**config.mk**
```make
export PLATFORM = sky130hd
export DESIGN_NAME = regfile_shift_ctrl
export DESIGN_NICKNAME = d
export VERILOG_FILES = /design/src/rtl/regfile_shift_ctrl.sv
export SDC_FILE = /design/constraint.sdc
export NUM_CORES = 1
export LEC_CHECK = 0
export CELL_PAD_IN_SITES_DETAIL_PLACEMENT = 0
export CELL_PAD_IN_SITES_GLOBAL_PLACEMENT = 2
export CORE_MARGIN = 5
export CORE_UTILIZATION = 23
export CTS_BUF_LIST = sky130_fd_sc_hd__clkbuf_16
export CTS_CLUSTER_SIZE = 40
export DETAILED_ROUTE_END_ITERATION = 10
export GPL_TIMING_DRIVEN = 0
export PLACE_DENSITY_LB_ADDON = 0.1
export RECOVER_POWER = 50
export SYNTH_ARGS = -nofsm -noshare
export SYNTH_HDL_FRONTEND = slang
export SYNTH_SLANG_ARGS = --single-unit
```
**constraint.sdc**
```tcl
create_clock -name clk -period 4.4 [get_ports clk]
set_clock_uncertainty 0.1 [all_clocks]
set_input_delay 1.1 -clock clk [delete_from_list [all_inputs] [get_ports clk]]
set_output_delay 1.1 -clock clk [all_outputs]
set_load 0.005 [all_outputs]
```
**src/rtl/regfile_shift_ctrl.sv**
```systemverilog
// Loads a pattern into an external shift register file, shifts it out one bit
// per cycle, and captures the serial stream into a registered output.
module regfile_shift_ctrl #(
    parameter int DATA_WIDTH = 192,
    parameter int CNT_W      = 8
) (
    input  logic                  clk,
    input  logic                  rst_n,
    input  logic                  req_valid,
    input  logic [DATA_WIDTH-1:0] req_data,
    output logic                  req_ready,
    input  logic                  abort,
    output logic                  rf_en,
    output logic [DATA_WIDTH-1:0] rf_data,
    input  logic                  rf_shift_out,
    output logic                  ser_bit,
    output logic                  ser_valid,
    output logic [CNT_W-1:0]      bit_cnt,
    output logic                  busy,
    output logic                  done
);

    typedef enum logic [1:0] {
        IDLE  = 2'd0,
        LOAD  = 2'd1,
        SHIFT = 2'd2,
        DONE  = 2'd3
    } state_t;

    localparam logic [CNT_W-1:0] LAST_CNT = CNT_W'(DATA_WIDTH - 1);
    localparam logic [CNT_W-1:0] CNT_ONE  = {{(CNT_W-1){1'b0}}, 1'b1};

    state_t                  state_r;
    state_t                  next_state_s;
    logic                    req_ready_s;
    logic                    accept_s;
    logic                    rf_en_r;
    logic                    busy_r;
    logic                    done_r;
    logic [DATA_WIDTH-1:0]   rf_data_r;
    logic [CNT_W-1:0]        bit_cnt_r;
    logic                    ser_bit_r;
    logic                    ser_valid_r;

    // Ready is gated by reset so nothing is offered while the block is held.
    assign req_ready_s = (state_r == IDLE) && rst_n;
    assign accept_s    = req_valid && req_ready_s;

    // Next-state decode; abort only matters while a pattern is in flight.
    always_comb begin
        next_state_s = state_r;
        case (state_r)
            IDLE: begin
                if (accept_s) begin
                    next_state_s = LOAD;
                end else begin
                    next_state_s = IDLE;
                end
            end
            LOAD: begin
                if (abort) begin
                    next_state_s = IDLE;
                end else begin
                    next_state_s = SHIFT;
                end
            end
            SHIFT: begin
                if (abort) begin
                    next_state_s = IDLE;
                end else if (bit_cnt_r == LAST_CNT) begin
                    next_state_s = DONE;
                end else begin
                    next_state_s = SHIFT;
                end
            end
            DONE: begin
                next_state_s = IDLE;
            end
            default: begin
                next_state_s = IDLE;
            end
        endcase
    end

    // State register with state-decoded outputs registered from the next state.
    always_ff @(posedge clk) begin
        if (!rst_n) begin
            state_r <= IDLE;
            rf_en_r <= 1'b0;
            busy_r  <= 1'b0;
            done_r  <= 1'b0;
        end else begin
            state_r <= next_state_s;
            rf_en_r <= (next_state_s == SHIFT);
            busy_r  <= (next_state_s != IDLE);
            done_r  <= (next_state_s == DONE);
        end
    end

    // Pattern capture and shift counter; the counter keeps its final value after a transfer.
    always_ff @(posedge clk) begin
        if (!rst_n) begin
            rf_data_r <= '0;
            bit_cnt_r <= '0;
        end else begin
            if (accept_s) begin
                rf_data_r <= req_data;
                bit_cnt_r <= '0;
            end else if (state_r == SHIFT) begin
                bit_cnt_r <= bit_cnt_r + CNT_ONE;
            end
        end
    end

    // Serial capture: sample the regfile output on every shift edge.
    always_ff @(posedge clk) begin
        if (!rst_n) begin
            ser_bit_r   <= 1'b0;
            ser_valid_r <= 1'b0;
        end else begin
            if (state_r == SHIFT) begin
                ser_bit_r   <= rf_shift_out;
                ser_valid_r <= 1'b1;
            end else begin
                ser_valid_r <= 1'b0;
            end
        end
    end

    assign req_ready = req_ready_s;
    assign rf_en     = rf_en_r;
    assign rf_data   = rf_data_r;
    assign ser_bit   = ser_bit_r;
    assign ser_valid = ser_valid_r;
    assign bit_cnt   = bit_cnt_r;
    assign busy      = busy_r;
    assign done      = done_r;

endmodule

```
* Word level (Yosys, flattened, before mapping)
Cells that the tools add are included.
** Word-level totals
- Register bits after elaboration :: 207
- Input bits :: 197
- Output and inout bits :: 206
- Word-level logic and storage cells :: 27
** Cells by class
- Add/subtract/negate cells :: 1
- Equality and inequality tests :: 6
- Muxes and demuxes :: 6
- Bitwise operators :: 1
- Reductions and logical operators :: 5
** Operators with widths (count)
- adder 8 x 1 -> 8 bit (second input constant) :: 1
- equality test 2 bit (second input constant) :: 4
- equality test 8 bit (second input constant) :: 1
- case mux 2 bit (4 select lines) :: 1
- two-way mux 2 bit :: 2
- two-way mux 1 bit :: 3
- equality test 2 x 1 -> 1 bit (second input constant) :: 1
- logical AND 1 bit :: 2
- logical NOT 2 bit :: 1
- nonzero test 2 bit :: 1
- OR reduction 2 bit :: 1
- NOT 1 bit :: 1

* Longest topological paths before layout
- Depth in word-level cells :: 6
- Gate-level depth with buffers :: 7
- Mapped depth without buffers :: 4

* Least setup slack after synthesis
OpenSTA, ideal clock, no wires.
- Path kind :: input-to-output
- From :: input rst_n
- To :: output req_ready
- Arrival :: 1266 ps
- Required time :: 3200 ps
- Path slack :: 1934 ps
- Cell stages on the path :: 1
- Path buffers :: 0
- Cell sequence :: nor3b_2
** On the way
- Word-level cells in the longest chain between the ends :: 1
** Ends and longest elaborated chain
- from (decl) :: line 8 : input logic rst_n,
- logical AND 1 bit :: line 46 : assign req_ready_s = (state_r == IDLE) && rst_n;
- to (decl) :: line 11 : output logic req_ready,
No other way between the ends.

* Worst setup path in the final report
Ends and elaborated chain as after synthesis.

==> impl_summary.md <==
Critical path
In this run the worst path has a maximum fanout of 9. The critical path data required time is around 3.2 ns. The worst setup path category is in -> out. STA classifies the critical path startpoint as an input pin. For the worst setup path, the data arrival time is approximately 2.7 ns. In this run the worst setup path begins at rst_n. The worst register-to-register path begins at state_r[1].

The worst setup path is captured at a primary output.

Detailed routing
In the final routed layout, each cell accounts on average for 19.7 um. The final layout contains routed wiring with a total length of approximately 26 mm. The detailed-route vias per instance is 4.38. In this run, the number of DRC markers left after iteration 0 of detailed routing was 140. In the routed design, unresolved DRC markers number 0.

The first detailed-routing pass took 4 iterations. Once detail routing completed, the nets flagged for antenna violations numbered 0. The via total after detailed routing is 5,800.

Final layout
Leaving out filler cells and counting taps, the final layout contains around 1,300. In the layout the commonest cells are clkdlybuf4s50_1, dfxtp_1, a22o_1, dlygate4sd3_1, clkbuf_16. Relative to the synthesized area, the layout overhead comes to 77.0%. For this run, the share of the core covered by cells in the final layout is 41.0%.

The post-route standard cell area excluding fillers is 11,700 um2. The number of nets in the layout is 1,121. Leaving out fill and tap cells, the most frequent cell in the layout is clkdlybuf4s50_1. The fraction of layout instances using a drive strength above 1 is under 10%.

Power and ir drop
In this run, flip-flops and latches consume 45.7% of the power. Across the VDD grid, the largest voltage drop is 0.231 mV. The clock network is responsible for between 30% and 40% of the overall power. The leakage power of the design is approximately 4.5 nW.

The switching share of total power is 23.3%. The share of power burned in combinational logic is between 10 and 15%. The ratio of total power to cell area is 386 nW/um2.

The switching component of the power is 1.05 mW. The internal portion of total power is 3.46 mW. The total power draw is around 4.5 mW.

Clock network
Clock latency on the worst-skew pair, taken at its later pin, is 0.51 ns. Once the clock tree was built, the resizer swapped 0 gates to a different size. Counting every sink on the clock net gives 207. In this run the number of H-tree levels came out at 1. In this run, CTS created clock tree buffers numbering 25.

TritonCTS built the clock tree. The tree is rooted in a clkbuf_16. Clock-pin slew was measured on the worst setup and hold paths at around 0.050 ns. The number of post-CTS setup repair buffers is 0. For this design, the CTS-stage hold fixing added 0 buffers. The number of buffers on the longest clock path is 3.

Synth
The largest total area in the synthesized netlist belongs to dfxtp_1. After synthesis, flip-flops and latches occupy 62.8% of the total area. Yosys mapped a number of flops with a built-in enable equal to 0. A synthesized cell averages 13.4 um2. Summed over its instances, the top area cell type makes up a little over three fifths of the synthesized netlist area.

Synthesis produced a netlist whose cell count is 494. The synthesized netlist contains 32 unique library cells. The synthesized design contains around 210 register bits.

Yosys printed 0 warnings. The cell area that synthesis handed to floorplanning was 6600 um2. The number of nets produced by synthesis is 692. Sorting the synthesized cells by area gives the leading types as dfxtp_1, a22o_1, buf_6.

The dominant register cell in the synthesized netlist is dfxtp_1. Of all flip-flops after synthesis, the portion carrying an async set or reset was 0%.

STA
The final setup slack of the worst path is 0.489 ns. The maximum operating frequency is 0.256 GHz. The max-slew violation count is 0. The final total negative setup slack is 0 ns. The routed design could run at a clock period as short as 3.91 ns. For the pin with the worst max-slew slack, the measured transition is 0.617 ns.

Across all hold checks on the routed design, the worst slack comes to 0.365 ns. The number of hold violations in the final report is 0. Setup violations remaining at the end of the flow were counted as 0. Setup repair after global routing left no endpoint under its margin. Measured against its own limit, the worst slew margin works out to 58.9%. The worst path uses between 80% and 90% of the clock period.

Global route
The global-route wire length before repair is 37.6 mm. Across every metal layer, demand over resource in global routing totals 15.1%. The maximum number of pins on one net before global-route repair is 12. The global route total overflow is 0. The number of global-route vias before repair is around 6,300. The number of antenna violations at the first check in global routing is 2.

Place
The total cell area at the placement stage is 11,100 um2. Including well taps, the total number of placed cells is 1,280. The number of input and output port buffers inserted is around 400. The final estimated routing congestion in global placement is 0.803. After legalization and detailed placement, the total HPWL measured around 20 mm. The pre-CTS setup slack is 0.627 ns.

Min path
The start point of the worst hold path is rf_data[66]. The class of the tightest hold or removal check is reg -> reg.

Run status
The flow ran to the end, and the final reports show no timing, DRC or antenna violations.

Flow run
The count of maximum capacitance violations is 0.

Floorplan
The die height is 179 um. The horizontal extent of the die is 179 um. The floorplan has 62 rows. The number of I/O pins is 403. The effective utilization at floorplan is 23.2%. The die covers 32,200 um2. The floorplan step defined a core boundary enclosing 28,500 um2.
==> worst max-delay path, cell delays in order <==
cell	delay, ns
dlygate4sd3_1	0.72
nor3b_1	0.29
clkdlybuf4s50_1	0.60
==> cells in the mapped netlist, drive strengths merged (2+ instances only) <==
cell and count:
nor2 4, dfxtp 207, inv 3, nor2b 2, o21ai 4, and2 3, nor3b 2, buf 44
a22o 192, nand2b 3, nand2 2, a21oi 6, nand3b 2, o21a 2, mux2i 2, xnor2 2
or3 4
==> power groups by stage <==
stage               sequential, mW  clock, mW  combinational (mW)
floorplan                     2.10          0               0.202
global placement              2.10          0               0.694
detailed placement            2.10          0               0.700
CTS                           2.06       1.85               0.704
global route                  2.07       1.93               0.718
finish                        2.06       1.78               0.669
==> layout make-up <==
| cell class | instances | area (um2) |
|---|---|---|
| Timing Repair Buffer | 402 | 4020 |
| Buffer | 44 | 323 |
| Clock buffer | 25 | 626 |
| Antenna cell | 1 | 2.50 |
| Sequential cell | 207 | 4140 |
| Clock inverter | 17 | 68.8 |
| Inverter | 3 | 11.3 |
| Fill cell | 2728 | 16800 |
| Tap cell | 384 | 480 |
| Multi-Input combinational cell | 240 | 2000 |
==> flip-flops by register name, indices dropped and copies added (netlist names) <==
| register | cells |
|---|---|
| ser_bit | 1 |
| rf_data | 192 |
| busy | 1 |
| bit_cnt | 8 |
| ser_valid | 1 |
| state_r | 2 |
| done | 1 |
| rf_en | 1 |
==> per-layer routing <==
metal,wire length (um),vias to the layer above,GRT usage (%)
li1,-,2756,-
met1,9370,2744,15.5
met2,13100,253,27.8
met3,2810,45,6.04
met4,784,2,4.98
met5,13,-,0
==> final timing paths <==
path	slack [ns]	end	cells past startpoint
max reg2reg	1.98	rf_data[58]	7
min reg2reg	0.37	rf_data[66]	1
max	0.49	req_ready	3
min	0.37	rf_data[66]	1
==> kinds of logic after synthesis <==
family                     count (synthesis)  synth area share (%)
AOI/OAI and AO/OA                        205                  26.6
DFF                                      207                  62.8
muxes                                      2                 0.304
and+or+nand+nor                           29                  2.85
adders and majority gates                  1                 0.190
xor gates and xnor gates                   3                 0.398
buffers and inverters                     47                  6.83
No activity file was read; power rests on OpenSTA's default activity.
